[src/rtl/reg_bank_mp.sv]
// Multi-read-port register bank: one clocked write port, NRD combinational read ports with write-first bypass.
// Reads are zero-latency. Writes commit at the next edge. A clr_req sweep clears one entry per cycle and drops writes while busy.
// Optional REG_BANK_ZERO_REG_EN: entry 0 reads as zero and ignores writes.
module reg_bank_mp #(
    parameter int DW    = 32,
    parameter int DEPTH = 32,
    parameter int AW    = 5,
    parameter int NRD   = 2
) (
    input  logic              clk,
    input  logic              rst_n,
    input  logic              we,
    input  logic [AW-1:0]     wa,
    input  logic [DW-1:0]     wd,
    input  logic [NRD*AW-1:0] ra,
    output logic [NRD*DW-1:0] rd,
    input  logic              clr_req,
    output logic              busy
);

    localparam logic [0:0]    ST_IDLE  = 1'b0;
    localparam logic [0:0]    ST_CLEAR = 1'b1;
    localparam logic [AW:0]   DEPTH_W  = (AW+1)'(DEPTH);
    localparam logic [AW-1:0] PTR_LAST = AW'(DEPTH - 1);

    logic [DW-1:0] mem_q [DEPTH];
    logic [DW-1:0] mem_d [DEPTH];
    logic [0:0]    state_q, state_d;
    logic [AW-1:0] ptr_q, ptr_d;
    logic          wr_ok;

    function automatic logic in_range(input logic [AW-1:0] a);
        return ({1'b0, a} < DEPTH_W);
    endfunction

    always_comb begin
        wr_ok = we && in_range(wa);
`ifdef REG_BANK_ZERO_REG_EN
        if (wa == '0) wr_ok = 1'b0;
`endif
    end

    always_comb begin
        mem_d   = mem_q;
        state_d = state_q;
        ptr_d   = ptr_q;
        case (state_q)
            ST_IDLE: begin
                if (wr_ok) mem_d[wa] = wd;
                if (clr_req) begin
                    state_d = ST_CLEAR;
                    ptr_d   = '0;
                end
            end
            default: begin
                // Writes and further clr_req are deliberately ignored until the sweep ends.
                mem_d[ptr_q] = '0;
                if (ptr_q == PTR_LAST) begin
                    state_d = ST_IDLE;
                    ptr_d   = '0;
                end else begin
                    ptr_d = ptr_q + AW'(1);
                end
            end
        endcase
    end

    always_ff @(posedge clk) begin
        if (!rst_n) begin
            for (int i = 0; i < DEPTH; i++) mem_q[i] <= '0;
            state_q <= ST_IDLE;
            ptr_q   <= '0;
        end else begin
            mem_q   <= mem_d;
            state_q <= state_d;
            ptr_q   <= ptr_d;
        end
    end

    assign busy = (state_q == ST_CLEAR);

    for (genvar g = 0; g < NRD; g++) begin : g_rd
        logic [AW-1:0] addr;
        logic [DW-1:0] val;

        assign addr = ra[g*AW +: AW];

        always_comb begin
            val = '0;
            if (in_range(addr)) begin
                val = mem_q[addr];
                if ((state_q == ST_IDLE) && we && (wa == addr)) val = wd;
            end
`ifdef REG_BANK_ZERO_REG_EN
            if (addr == '0) val = '0;
`endif
        end

        assign rd[g*DW +: DW] = val;
    end

endmodule

[config.mk]
export PLATFORM = sky130hd
export DESIGN_NAME = reg_bank_mp
export DESIGN_NICKNAME = d
export VERILOG_FILES = /design/src/rtl/reg_bank_mp.sv
export SDC_FILE = /design/constraint.sdc
export NUM_CORES = 2
export LEC_CHECK = 0
export ABC_CLOCK_PERIOD_IN_PS = 4200
export CORE_ASPECT_RATIO = 1.75
export CORE_UTILIZATION = 50
export CTS_BUF_LIST = sky130_fd_sc_hd__clkbuf_4 sky130_fd_sc_hd__clkbuf_8 sky130_fd_sc_hd__clkbuf_16
export DETAILED_ROUTE_END_ITERATION = 7
export PLACE_DENSITY = 0.71
export SYNTH_ARGS = -nofsm -noshare
export SYNTH_HDL_FRONTEND = slang
export SYNTH_SLANG_ARGS = --single-unit
[constraint.sdc]
create_clock -name clk -period 4.2 [get_ports clk]
set_input_delay 0.84 -clock clk [delete_from_list [all_inputs] [get_ports clk]]
set_output_delay 0.84 -clock clk [all_outputs]
set_load 0.005 [all_outputs]
==> qor.yml <==
violations: "setup timing"
p_total_mw: 21.79
grt_pass1_wl_um: 313500
whs_ns: 0.5398
clockBufferDepth: 3
drt_iter0_markers: 7168
antenna_found_initial: 5
power_density_nw_per_um2: 346.5
insertion_delay_ns: 0.72
routabilityCongestion: 1.009
crit_path_start_kind: "input pin"
wirelength_um: 216600
drv_slew: 0
leakage_nw: 20.45
cts_tree: "done"
final_cells: 6438
dpl.hpwl_um: 135100
ys_seq_area_share_pct: 37.73
period_needed_ns: 4.214
die-area_sq_um: 110700
post-route-period-util_pct: 100.3
via_per_inst: 7.231
irDropWorstVdd_mv: 0.3433
worstMarginPinSlew_ns: 1.325
timing.fmax_mhz: 237.3
clk_pin_slew_ns: 0.06
core_area_sq_um: 108500
async_reset_ff_share_pct: 0
die_x_um: 251.9
crit_type: "in2out"
numPortBuffers: 115
syn-num-nets: 4985
synth_cells: 4929
finalSetupViolations: 4
initial_core_util_pct: 50.37
syn_to_final_growth_pct: 15.03
synth_area_per_cell_sq_um: 11.09
remaining_drc_errors: 0
dr.pass1.iters: 6
syn_area_sq_um: 54650
cts-buffers-inserted: 93
ctsHtreeMaxLevel: 3
synth_top_area_share_pct: 37.73
finClkSkew_ns: 0.02170
rsz0062_at_grt: "true"
hold_path.class: "reg2reg"
synthTopCellsByArea: "dfxtp_1 (38%), mux4_2 (21%), a22oi_1 (15%)"
grt_max_degree: 161
ant_nets: 0
crit_fanout: 6
ys_types: 54
grt_pass1_vias: 45980
io_pins: 116
status: "finished with violations"
synth-seq-cells: 1030
overflow: 0
drive_above_1_share_pct: 24.83
std_cell_rows: 160
yosys.area.top_type: "dfxtp_1"
crit_required_ns: 3.36
place_inst: 6258
setup_ws_ns: -0.01442
endpoint_kind: "primary output"
synth-edff-count: 0
ys_warn_count: 0
track_usage_pct: 38.64
avgRoutedWirePerCell_um: 33.64
die_h_um: 439.4
ys.flop_type: "dfxtp_1"
clock-sinks: 1030
finalCoreUtilization_pct: 57.94
root_buffer: "clkbuf_16"
hold_viol: 0
max_cap_viol_count: 0
arrival_ns: 3.37
dr_total_vias: 46560
max_slew_margin_pct: 11.65
final_net_count: 4956
[path summary, 6_finish.rpt]
kind,start,endpoint,slack [ns],cells past startpoint
setup / recovery,ra[3],rd[0],-0.01,11
hold / removal,mem_q[560],mem_q[560],0.54,2
setup reg to reg,ptr_q[0],mem_q[507],1.35,7
hold reg to reg,mem_q[560],mem_q[560],0.54,2
[sequential cells by signal, summed over array words and instances, names as in the netlist]
name   flops
ptr_q      5
busy       1
mem_q   1024
[what timing repair did]
item,CTS,global route
hold buffers,0,0
pin swaps,0,5
setup endpoints to repair,35,37
cloned,0,0
resized for setup,33,37
buffers inserted,0,5
[critical path, stage by stage]
cell and delay (ns):
clkdlybuf4s50_1 0.45, buf_12 0.16, buf_4 0.16, nand3b_1 0.10
buf_4 0.20, o22ai_1 0.12, buf_4 0.15, a211o_1 0.25
o31ai_4 0.28, buf_4 0.15, clkdlybuf4s50_1 0.49
[layer usage]
layer / share of wire (%) / track usage [%] / up-vias
li1: - / - / 18780
met1: 33 / 44.53 / 22740
met2: 44 / 57.85 / 3805
met3: 13 / 12.02 / 1224
met4: 10 / 34.02 / 6
met5: 0.021 / 0 / -
[cell type report]
class / count / area [sq um]
fill: 8780 / 45640
multi-input combinational: 3238 / 31340
sequential: 1030 / 20620
timing repair buffer: 534 / 5758
clock buffer: 130 / 2793
tap: 1458 / 1824
clock inverter: 42 / 511.7
inverter: 3 / 11.26
antenna: 3 / 7.507
[Yosys cell counts, types with 62 or more instances]
| library cell | count |
|---|---|
| nand3_1 | 66 |
| clkbuf_1 | 384 |
| buf_6 | 73 |
| o31ai_1 | 63 |
| a211o_1 | 62 |
| mux2i_1 | 62 |
| dfxtp_1 | 1030 |
| buf_2 | 157 |
| mux4_2 | 506 |
| a211oi_1 | 62 |
| o22ai_1 | 125 |
| a22oi_1 | 1056 |
| nor2b_1 | 1090 |
[layout by cell type (no fill, tap or decap), types with 66 or more instances in the layout]
cell / n
a22oi_1: 1024
buf_12: 111
buf_4: 303
clkbuf_16: 98
clkdlybuf4s50_1: 102
dfxtp_1: 1030
mux4_2: 506
nand3_1: 66
nor2b_1: 1090
o22ai_1: 123
[power breakdown]
group	leakage (nW)	internal, mW	switching, mW
Clock	1.66	5.28	4.11
Sequential	8.30	9.82	0.0460
Combinational	10.5	1.08	1.44
Total	20.5	16.2	5.60
[cell families after synthesis]
| kind of cell | synth area share [%] |
|---|---|
| fa+ha+maj | 0.1145 |
| compound gates | 18.81 |
| mux | 22.36 |
| buf+inv | 6.257 |
| flops | 37.73 |
| xor+xnor | 0.1602 |
| simple gates | 14.57 |
[metrics by stage]
stage / TNS (ns) / worst slack [ns] / area, sq um
after floorplan: 0 / 1.069 / 54650
after global placement: -2.915 / -0.2959 / 59140
after detailed placement: -1.963 / -0.2609 / 59140
after CTS: 0 / 0.003254 / 62620
after global routing: -0.1179 / -0.04176 / 62860
final: -0.03204 / -0.01442 / 62870
Power figures use the tool's default switching activity.
